File: src/rtl/parking_gate_controller.sv
`default_nettype none
// ============================================================================
// Module      : parking_gate_controller
// Description : Lane-side front end for the parking-occupancy counter.
//               Synchronises and debounces the outer/inner beam-break sensors,
//               tracks a car through the lane with a small FSM, and emits
//               single-cycle car_enter / car_exit pulses for the counter.
//               Entry is refused while the lot is full. A watchdog and an
//               illegal-sequence check drive the fault flag.
// Ports       : clk, reset (async, active-high)
//               sensor_outer, sensor_inner : raw beams, 1 = broken, async
//               spots_free                 : free-spot count from counter
//               car_enter, car_exit        : one-cycle event pulses
//               gate_open                  : barrier raise command
//               full_lamp                  : high while spots_free == 0
//               fault                      : timeout / illegal sequence
// Revision    : 1.0 - initial release
// ============================================================================
module parking_gate_controller #(
    parameter int SPOT_W          = 8,
    parameter int DEBOUNCE_CYCLES = 4,
    parameter int TIMEOUT_CYCLES  = 1000
) (
    input  logic              clk,
    input  logic              reset,
    input  logic              sensor_outer,
    input  logic              sensor_inner,
    input  logic [SPOT_W-1:0] spots_free,
    output logic              car_enter,
    output logic              car_exit,
    output logic              gate_open,
    output logic              full_lamp,
    output logic              fault
);

    // One shared counter serves the traversal watchdog and the fault-exit
    // hold time, so it is sized for the larger of the two.
    localparam int c_cnt_max = (TIMEOUT_CYCLES > DEBOUNCE_CYCLES) ? TIMEOUT_CYCLES
                                                                  : DEBOUNCE_CYCLES;
    localparam int c_cnt_w   = $clog2(c_cnt_max + 1);
    localparam int c_db_w    = (DEBOUNCE_CYCLES > 1) ? $clog2(DEBOUNCE_CYCLES) : 1;

    localparam logic [c_db_w-1:0]  c_db_last  = c_db_w'(DEBOUNCE_CYCLES - 1);
    localparam logic [c_cnt_w-1:0] c_tmo_last = c_cnt_w'(TIMEOUT_CYCLES - 1);
    localparam logic [c_cnt_w-1:0] c_flt_last = c_cnt_w'(DEBOUNCE_CYCLES - 1);
    localparam logic [c_cnt_w-1:0] c_cnt_sat  = c_cnt_w'(c_cnt_max);

    typedef enum logic [2:0] {
        ST_IDLE  = 3'd0,
        ST_EN_O  = 3'd1,
        ST_EN_OI = 3'd2,
        ST_EN_I  = 3'd3,
        ST_EX_I  = 3'd4,
        ST_EX_IO = 3'd5,
        ST_EX_O  = 3'd6,
        ST_FAULT = 3'd7
    } state_t;

    // Sensor vectors: bit 1 = outer, bit 0 = inner.
    logic [1:0]        sync1_q, sync2_q;
    logic [1:0]        deb_q, deb_d;
    logic [c_db_w-1:0] db_cnt_q [2];
    logic [c_db_w-1:0] db_cnt_d [2];

    state_t             state_q, state_d;
    logic [c_cnt_w-1:0] cnt_q, cnt_d;
    logic               car_enter_q, car_enter_d;
    logic               car_exit_q, car_exit_d;
    logic               gate_open_q, gate_open_d;
    logic               full_lamp_q, full_lamp_d;
    logic               fault_q, fault_d;
    logic               in_trav;

    // ------------------------------------------------------------------
    // Debounce: the accepted value follows the synchronised value only
    // after it has disagreed for DEBOUNCE_CYCLES consecutive cycles; any
    // agreement in between restarts the count.
    // ------------------------------------------------------------------
    always_comb begin
        deb_d = deb_q;
        for (int s = 0; s < 2; s++) begin
            db_cnt_d[s] = '0;
            if (sync2_q[s] != deb_q[s]) begin
                if (db_cnt_q[s] == c_db_last) begin
                    deb_d[s] = sync2_q[s];
                end else begin
                    db_cnt_d[s] = db_cnt_q[s] + c_db_w'(1);
                end
            end
        end
    end

    // ------------------------------------------------------------------
    // Lane FSM: next state, pulses and shared counter
    // ------------------------------------------------------------------
    always_comb begin
        in_trav = (state_q != ST_IDLE) && (state_q != ST_FAULT);
    end

    always_comb begin
        state_d     = state_q;
        car_enter_d = 1'b0;
        car_exit_d  = 1'b0;
        cnt_d       = '0;

        case (state_q)
            ST_IDLE: begin
                case (deb_q)
                    2'b10:   if (spots_free != '0) state_d = ST_EN_O;
                    2'b01:   state_d = ST_EX_I;
                    2'b11:   state_d = ST_FAULT;
                    default: state_d = ST_IDLE;
                endcase
            end
            ST_EN_O: begin
                case (deb_q)
                    2'b11:   state_d = ST_EN_OI;
                    2'b00:   state_d = ST_IDLE;   // backed out, no event
                    2'b01:   state_d = ST_FAULT;
                    default: state_d = ST_EN_O;
                endcase
            end
            ST_EN_OI: begin
                case (deb_q)
                    2'b01:   state_d = ST_EN_I;
                    2'b10:   state_d = ST_EN_O;
                    2'b00:   state_d = ST_FAULT;
                    default: state_d = ST_EN_OI;
                endcase
            end
            ST_EN_I: begin
                case (deb_q)
                    2'b00: begin
                        state_d     = ST_IDLE;
                        car_enter_d = 1'b1;
                    end
                    2'b11:   state_d = ST_EN_OI;
                    2'b10:   state_d = ST_FAULT;
                    default: state_d = ST_EN_I;
                endcase
            end
            ST_EX_I: begin
                case (deb_q)
                    2'b11:   state_d = ST_EX_IO;
                    2'b00:   state_d = ST_IDLE;
                    2'b10:   state_d = ST_FAULT;
                    default: state_d = ST_EX_I;
                endcase
            end
            ST_EX_IO: begin
                case (deb_q)
                    2'b10:   state_d = ST_EX_O;
                    2'b01:   state_d = ST_EX_I;
                    2'b00:   state_d = ST_FAULT;
                    default: state_d = ST_EX_IO;
                endcase
            end
            ST_EX_O: begin
                case (deb_q)
                    2'b00: begin
                        state_d    = ST_IDLE;
                        car_exit_d = 1'b1;
                    end
                    2'b11:   state_d = ST_EX_IO;
                    2'b01:   state_d = ST_FAULT;
                    default: state_d = ST_EX_O;
                endcase
            end
            default: begin // ST_FAULT: wait for a clear lane held long enough
                if ((deb_q == 2'b00) && (cnt_q == c_flt_last)) state_d = ST_IDLE;
            end
        endcase

        // Watchdog only fires when the lane is otherwise idle in a
        // traversal state, so it never collides with a completion pulse.
        if (in_trav && (state_d == state_q) && (cnt_q >= c_tmo_last)) begin
            state_d = ST_FAULT;
        end

        // Shared counter: clears on every state change, counts time spent
        // in a traversal state, or clear-lane time while in FAULT.
        if (state_d == state_q) begin
            if (in_trav || ((state_q == ST_FAULT) && (deb_q == 2'b00))) begin
                cnt_d = (cnt_q == c_cnt_sat) ? cnt_q : cnt_q + c_cnt_w'(1);
            end
        end

        gate_open_d = (state_d != ST_IDLE) && (state_d != ST_FAULT);
        fault_d     = (state_d == ST_FAULT);
        full_lamp_d = (spots_free == '0);
    end

    // ------------------------------------------------------------------
    // State registers
    // ------------------------------------------------------------------
    always_ff @(posedge clk or posedge reset) begin
        if (reset) begin
            sync1_q     <= '0;
            sync2_q     <= '0;
            deb_q       <= '0;
            for (int s = 0; s < 2; s++) db_cnt_q[s] <= '0;
            state_q     <= ST_IDLE;
            cnt_q       <= '0;
            car_enter_q <= 1'b0;
            car_exit_q  <= 1'b0;
            gate_open_q <= 1'b0;
            full_lamp_q <= 1'b0;
            fault_q     <= 1'b0;
        end else begin
            sync1_q     <= {sensor_outer, sensor_inner};
            sync2_q     <= sync1_q;
            deb_q       <= deb_d;
            for (int s = 0; s < 2; s++) db_cnt_q[s] <= db_cnt_d[s];
            state_q     <= state_d;
            cnt_q       <= cnt_d;
            car_enter_q <= car_enter_d;
            car_exit_q  <= car_exit_d;
            gate_open_q <= gate_open_d;
            full_lamp_q <= full_lamp_d;
            fault_q     <= fault_d;
        end
    end

    assign car_enter = car_enter_q;
    assign car_exit  = car_exit_q;
    assign gate_open = gate_open_q;
    assign full_lamp = full_lamp_q;
    assign fault     = fault_q;

endmodule
`default_nettype wire

File: config.mk
export PLATFORM = sky130hd
export DESIGN_NAME = parking_gate_controller
export DESIGN_NICKNAME = d
export VERILOG_FILES = /design/src/rtl/parking_gate_controller.sv
export SDC_FILE = /design/constraint.sdc
export NUM_CORES = 1
export LEC_CHECK = 0
export ABC_AREA = 1
export CORE_UTILIZATION = 45
export CTS_CLUSTER_SIZE = 28
export DETAILED_ROUTE_END_ITERATION = 8
export PLACE_DENSITY = 0.64
export SLEW_MARGIN = 15
export SYNTH_ARGS = -nofsm -noshare
export SYNTH_HDL_FRONTEND = slang
export SYNTH_SLANG_ARGS = --single-unit
File: constraint.sdc
create_clock -name clk -period 5.86 [get_ports clk]
set_input_delay 1.172 -clock clk [delete_from_list [all_inputs] [get_ports clk]]
set_output_delay 1.172 -clock clk [all_outputs]
set_load 0.05 [all_outputs]
==> Word-level counts from Yosys, hierarchy flattened <==
Index checks and enable logic that the tools add are counted.
{ "op_classes": {"addsub": 3, "order_cmp": 1, "eq_ne": 22, "n_mux": 21, "reduce_logical": 15} }
{ "ops": {"columns": ["cell", "n"], "rows": [
  ["3-bit case mux with 3 select lines", 6],
  ["10-bit two-way mux", 3],
  ["3-bit case mux with 7 select lines", 1],
  ["3-bit equality test, second input constant", 5],
  ["10-bit by 1-bit adder with 10-bit output, second input constant", 1],
  ["10-bit equality test, second input constant", 1],
  ["10-bit by 2-bit equality test with 1-bit output, second input constant", 1],
  ["10-bit greater-or-equal comparator, second input constant", 1],
  ["3-bit two-way mux", 3],
  ["3-bit inequality test, second input constant", 3],
  ["2-bit equality test, second input constant", 4],
  ["8-bit zero test", 1],
  ["2-bit two-way mux", 4],
  ["8-bit nonzero test", 1],
  ["3-bit by 2-bit equality test with 1-bit output, second input constant", 2],
  ["3-bit equality test", 2],
  ["1-bit logical AND", 6],
  ["2-bit case mux with 3 select lines", 1],
  ["3-bit nonzero test", 2],
  ["2-bit by 1-bit adder with 2-bit output, second input constant", 2],
  ["2-bit AND reduction", 2],
  ["3-bit by 1-bit equality test with 1-bit output, second input constant", 1],
  ["3-bit zero test", 1],
  ["1-bit two-way mux", 3],
  ["4 further kinds", 5]
]} }
{ "word_totals": {"register_bits": 28} }

==> Logic depth before layout (Yosys ltp) <==
{ "depth": {"word_depth": 10, "depth_mapped": 18, "depth_no_buf": 17} }

==> Least setup slack after synthesis <==
OpenSTA, ideal clock, no wires.
{ "synth_timing": {"path_kind": "input port to flip-flop", "from": "input spots_free[7]", "to": "register cnt_q[6]", "t_arrival_ns": 2.388, "setup_slack_ns": 3.351, "cell_stages": 14, "path_buffers": 0, "path_cell_list": "nor2_1 -> nand2_1 -> nor2_1 -> nand2_1 -> nand2_1 -> nand3_2 -> nand3_1 -> nand3_1 -> nor2_2 -> nand3_2 -> nand3_1 -> nand2_2 -> nand2_4 -> nor2_2"} }
{ "synth_via": {"elab_chain_cells": 10} }
{ "synth_lines": {"columns": ["element", "line", "text"], "rows": [
  ["start: declaration", "28", "input logic [SPOT_W-1:0] spots_free,"],
  ["8-bit nonzero test *", "109", "2'b10: if (spots_free != '0) state_d = ST_EN_O;"],
  ["3-bit two-way mux *", "109", null],
  ["3-bit case mux with 3 select lines *", "108", "case (deb_q)"],
  ["3-bit case mux with 7 select lines *", "106", "case (state_q)"],
  ["3-bit equality test", "176", "if (in_trav && (state_d == state_q) && (cnt_q >= c_tmo_last)) begin"],
  ["1-bit logical AND (2 in a row)", "176", null],
  ["3-bit two-way mux *", "176", null],
  ["3-bit equality test *", "182", "if (state_d == state_q) begin"],
  ["3-bit inequality test (no line) or 10-bit two-way mux (tied branches)", null, null],
  ["end signal: assignment", "215", "cnt_q <= cnt_d;"],
  ["end: declaration", "66", "logic [c_cnt_w-1:0] cnt_q, cnt_d;"]
]} }
Every way passes the cells marked *; elsewhere a longest branch is shown, timed or not.
A chain may end at the register's enable or synchronous reset.

==> Worst setup path after layout <==
{ "layout_timing": {"from": "input spots_free[5]", "to": "register cnt_q[5]"} }
The elaborated chain is that of the path after synthesis.

==> results by group <==
Floorplan
  – Starting Density: 47.8%
  – Core Area: ~3700 µm²
  – Die span in x: 64.8 µm
  – IO Pins: 17
  – Die height: 64.8 µm
  – Std cell rows: 22
  – Die area: ~4200 µm²

Drt
  – Drt total wl: ~3200 µm
  – Pre-Repair DR Iteration Count: 4
  – Vias per std cell: 4.77
  – Remaining routing DRC violations: 0
  – ANT nets after route: 0
  – Via Count: roughly 1,400
  – DRC violation total after the first TritonRoute iteration: 71
  – Average wire per standard cell: about 11 µm

Global route
  – Largest net degree at the start of global routing: 29
  – First-pass GRT wire length: ~5800 µm
  – Initial antenna violation count: 0
  – GRT overflow: 0
  – Total track usage: 17.8%
  – Vias in the first global route: approximately 1,300

Pwr
  – Switching Power: 0.462 mW
  – Switching Fraction: just under 50%
  – Overall Power: around 0.94 mW
  – Leak: between 0.9 and 1 nW
  – Clock share of power: 12.8%
  – Sequential share of power: 30.5%
  – Combinational power share: between 50 and 60%
  – PwrDens: 463 nW/µm²
  – Internal power: 0.475 mW
  – Peak supply drop: approximately 0.22 mV

Cells and area
  – Final #Nets: around 260
  – Most frequent cells in the layout: nand2_1 (39), nor2_1 (28), dfrtp_1 (28), inv_1 (25), nand3_1 (19)
  – Layout cells sized above 1: ~14%
  – Area of the multi-input gates: just over 900 µm²
  – Fillers: about 370
  – Commonest non-fill, non-tap cell in the layout: nand2_1
  – Register area: between 700 and 800 µm²
  – Area Growth Syn to Fin: 13.8%
  – Layout Utilization: between 50% and 60%
  – # diodes: 0
  – Final Non-Filler Cells: 285

Clock tree
  – Worst skew pair latency: 0.27 ns
  – Clock Root Buffer: clkbuf_8
  – Post-CTS resize count: 0
  – # Post-CTS Setup Buffers: 0
  – Worst-path clk slew: ~0.10 ns
  – CTS Buf Count: 3
  – CTS tree: yes
  – Post-cts hold buffer count: 0
  – Clock Sinks: 28
  – H-tree depth: 1
  – Longest Clk Path Bufs: 2

Critical path
  – CP max stage delay: about 0.40 ns
  – Critical Path End Type: flop
  – Worst Path Buf+Inv: 1
  – Worst Path Arrival: slightly below 3 ns
  – Startpoint Class: input port
  – Slowest CP cell: clkdlybuf4s50_1
  – Critical path cell sequence: clkdlybuf4s50_1 > nor2_1 > nand2_1 > nor2_1 > nand2_1 > nand2_1 > nand3_2 > nand3_1 > nand3_1 > nor2_2 > nand3_2 > nand3_1 > nand2_2 > nand2_4 > nor2_2
  – WP data required: between 6 and 7 ns
  – CP max FO: 10
  – CP delay by family, top: simple AND/OR/NAND/NOR gates
  – Setup Crit Path Kind: in2reg

Outcome
  – Status: completed

Logic synthesis
  – Post-Syn Nets: approximately 240
  – Yosys top cell by area: dfrtp_1
  – Syn Inst Count: 220
  – Synth cell types: 31
  – Sequential area share after synthesis: 39.4%
  – Syn_area_per_cell: between 8 and 9 µm²
  – Synth Cell Area: around 1800 µm²
  – Top post-synthesis cells by area: dfrtp_1 (39%), ha_1 (8.5%), nand2_1 (8.2%)
  – Synthesis-stage register bit count: 28
  – Yosys warns: 0
  – Top-area cell type share of the netlist area: between 30% and 40%

STA
  – Worst Skew: 0.00716 ns
  – Fin Setup TNS: 0 ns
  – Worst-Margin Slew: approximately 0.58 ns
  – Worst rel slew slack: 61.2%
  – Final period util: between 40% and 50%
  – Final Hold Viols: 0
  – Peak Freq: roughly 0.36 GHz
  – Slew Viols, Final: 0
  – Crit path time final: approximately 2.8 ns
  – RSZ-0062 raised after global routing: no
  – Final Setup Violations: 0

Job
  – Max-cap violations: 0

Hold path
  – Hold Path Class: reg2reg

Placed design
  – DPL Wire Length: approximately 2400 µm
  – Final Wtd Congestion: 0.866
  – I/O Buffers: 16
  – Placed insts: between 200 and 300
[power groups by stage]
stage | logic (mW) | registers [mW] | clock network, mW
2_1_floorplan | 0.442 | 0.285 | 0
3_3_place_gp | 0.534 | 0.290 | 0
3_5_place_dp | 0.532 | 0.290 | 0
4_1_cts | 0.534 | 0.286 | 0.125
5_1_grt | 0.605 | 0.292 | 0.132
6_report | 0.531 | 0.286 | 0.120
[layer usage]
layer  vias up  wire (µm)  part of all wire [%]  GRT usage [%]
li1        727          -                     -              -
met3         4        145                   4.5           2.99
met2        31       1390                    43           26.6
met4         0         32                   1.0           6.39
met5         -          0                     0              0
met1       598       1630                    51           25.7
[worst register-to-register path: cells and delay by family (launching register included)]
| kind | cells | cell delay [ns] |
|---|---|---|
| and+or+nand+nor | 12 | 1.28 |
| DFF | 1 | 0.47 |
| buffers and inverters | 2 | 0.30 |
| adders and majority gates | 1 | 0.21 |
[through the flow]
step / setup slack, ns / hold slack, ns / cell area (µm²)
final: 3.05 / 0.361 / 2020
after global placement: 2.75 / 0.335 / 1970
after global routing: 2.81 / 0.387 / 2020
after floorplan: 3.35 / 0.331 / 1780
after detailed placement: 2.74 / 0.342 / 1970
after CTS: 3.03 / 0.363 / 2020
[layout make-up]
class                           count  share of cell area (%)
Clock buffer                        4                    2.72
Sequential cell                    28                    34.7
Tap cell                           48                    2.97
Inverter                           30                    5.69
Timing Repair Buffer               16                    7.92
Multi-Input combinational cell    159                    46.0
[state kept, by name (all words and copies together) (netlist names)]
signal	count
cnt_q	10
db_cnt_q	4
state_q	3
deb_q	2
sync1_q	2
sync2_q	2
car_enter	1
car_exit	1
fault	1
full_lamp	1
gate_open	1
[cell families after synthesis]
| family | count (synthesis) | synth area share [%] |
|---|---|---|
| buf+inv | 33 | 8.17 |
| xor+xnor | 11 | 5.42 |
| flops | 28 | 39.4 |
| fa+ha+maj | 12 | 8.45 |
| simple gates | 120 | 33.0 |
| mux | 1 | 0.563 |
| compound gates | 15 | 4.93 |
[worst paths after layout]
path / slack (ns) / from / end / depth (start not counted)
hold reg to reg: 0.36 / sync1_q[0]$_DFF_PP0_ / sync2_q[0]$_DFF_PP0_ / 0
setup / recovery: 3.05 / spots_free[5] / cnt_q[5]$_DFFE_PP0P_ / 15
min in group asynchronous: 1.27 / reset / sync1_q[0]$_DFF_PP0_ / 2
max in group asynchronous: 4.20 / reset / cnt_q[9]$_DFFE_PP0P_ / 2
setup reg to reg: 3.48 / deb_q[1]$_DFFE_PP0P_ / cnt_q[5]$_DFFE_PP0P_ / 15
hold / removal: 0.36 / sync1_q[0]$_DFF_PP0_ / sync2_q[0]$_DFF_PP0_ / 0
[cells in the mapped netlist, drive strengths merged]
cell type and count:
nand2 43, nor2 43, inv 30, dfrtp 28, nand3 24, ha 12
o21ai 6, xor2 6, nor3 5, xnor2 5, a21oi 3, buf 3
nand4 3, a211oi 1, a31oi 1, and3 1, mux2i 1, nor4 1
o21a 1, o21bai 1, o22ai 1, o31ai 1
(Power assumes the default switching activity.)
==> variant: new RTL, same settings <==
`DEBOUNCE_CYCLES`: 4 -> 16.
--- a/src/rtl/parking_gate_controller.sv
+++ b/src/rtl/parking_gate_controller.sv
@@ -18,7 +18,7 @@
 // ============================================================================
 module parking_gate_controller #(
     parameter int SPOT_W          = 8,
-    parameter int DEBOUNCE_CYCLES = 4,
+    parameter int DEBOUNCE_CYCLES = 16,
     parameter int TIMEOUT_CYCLES  = 1000
 ) (
     input  logic              clk,
Behaviour: not the same (Yosys sat finds a counterexample within 10 cycles, from zero or initial values and one cycle with reset high).
==> variant against the original RTL <==
  * Worst hold slack got worse by 13 ps
  * Synthesized area rose by 14%
  * Die area rose by 13%
  * Final area rose by 14%
  * Setup slack improved by 25 ps
  * Routed wire length rose by 13%
  * Sequential cell count rose by 4
  * Critical endpoint is now cnt_q[9]$_DFFE_PP0P_
Power is not compared: it rests on default switching activity, and its combinational part moved more than twofold at a synthesized area within 25%.
==> variant: results (changes against the original RTL) <==
Setup WS pre-CTS=2770 ps (+30.0 ps); Well Taps=50 (+4.2%); fin util=55.8% (+1.4 points); Clock-cell share=4.06% (+1.3 points); non-clock buffer share of cell area=7.26% (-0.67 points); clk slew on worst S/H paths=60 ps (-40 ps); Worst Hold Class=reg -> reg; Synth top cells by count=nand2_1, nor2_1, dfrtp_1, inv_1, nand3_1; Final GP Congestion=0.846 (-2.2%); Vias/cell=4.83 (+1.3%); Worst EP arrival=3000 ps (+20 ps); first-pass GRT wire length=6190 um (+6.9%); Net Count, Synth=267 (+9.4%); gr usage total=18.2% (+0.38 points); final hold slack=348 ps (-13.3 ps); Clock Buffer Count=7 (+3); max_slew headroom=60.9% (-0.21 points); worst hold start=sync1_q[1]$_DFF_PP0_; Reg2Reg Setup Slack=3390 ps (-90 ps); status=complete, no violations; invs w/o clock=31 (+3.3%); clk buf depth=2 (unchanged); drt total wl=3600 um (+13%); CTS Buf Count=5 (+2); synthesized instance count=243 (+10%); Seq/Total Area, Yosys=39.7% (+0.27 points); average wire per standard cell=11.4 um (+2.0%); largest net degree at the start of global routing=33 (+14%); multi-input gates=177 (+11%); placed cell areas=2220 um^2 (+13%); fraction of area in multi-input gates=46.0% (-0.073 points); GRT met3 Usage=5.10% (+2.1 points); register area=801 um^2 (+14%); GRT met1 Usage=23.8% (-1.9 points); number of non-clock buffers in the layout=17 (+1); Total Nets Final=288 (+9.9%); met2 Use GR=27.9% (+1.4 points); Netlist cell types=29 (-6.5%); fill count=394 (+7.1%); hpwl dp=2730 um (+13%); Top Registers=cnt_q (10), db_cnt_q (8), state_q (3)
variant: how the worst max path moves through the flow:
| stage | from | to | slack, ps | cells after the start |
|---|---|---|---|---|
| 6_report | spots_free[7] | cnt_q[9]$_DFFE_PP0P_ | 3070 | 18 |
| 5_1_grt | spots_free[1] | cnt_q[9]$_DFFE_PP0P_ | 2810 | 18 |
| 4_1_cts | spots_free[7] | cnt_q[8]$_DFFE_PP0P_ | 3060 | 18 |
| 3_5_place_dp | spots_free[7] | cnt_q[9]$_DFFE_PP0P_ | 2770 | 18 |
| 3_3_place_gp | spots_free[7] | cnt_q[2]$_DFFE_PP0P_ | 2830 | 16 |
| 2_1_floorplan | spots_free[7] | cnt_q[7]$_DFFE_PP0P_ | 3390 | 16 |
variant: worst register-to-register path, cell delays in order (launching register included):
cell and delay (ps):
dfrtp_1 470, inv_1 210, ha_1 240, inv_2 80, nor3_1 310, nand3_4 160, nand3_1 130, nand3_2 100
nor2_4 140, nand3_4 100, nand2_2 100, nand2_2 70, nand3_4 190, nor2_2 60
variant: logic make-up after synthesis:
kind of cell / Yosys count / share of synthesized area [%]
compound gates: 11 / 2.73
xor+xnor: 13 / 5.65
fa+ha+maj: 12 / 7.44
buf+inv: 34 / 7.63
flops: 32 / 39.7
mux: 1 / 0.496
simple gates: 140 / 36.4
variant: layer usage:
metal | routed length, um | share of wire, %
met5 | 0 | 0
met4 | 65 | 1.8
met3 | 175 | 4.9
met2 | 1560 | 43
met1 | 1800 | 50
variant: power breakdown:
part / switching (mW) / internal [mW] / total, mW
Clock: 0.0798 / 0.0953 / 0.175
Sequential: 0.0182 / 0.235 / 0.253
Combinational: 0.0886 / 0.0460 / 0.135
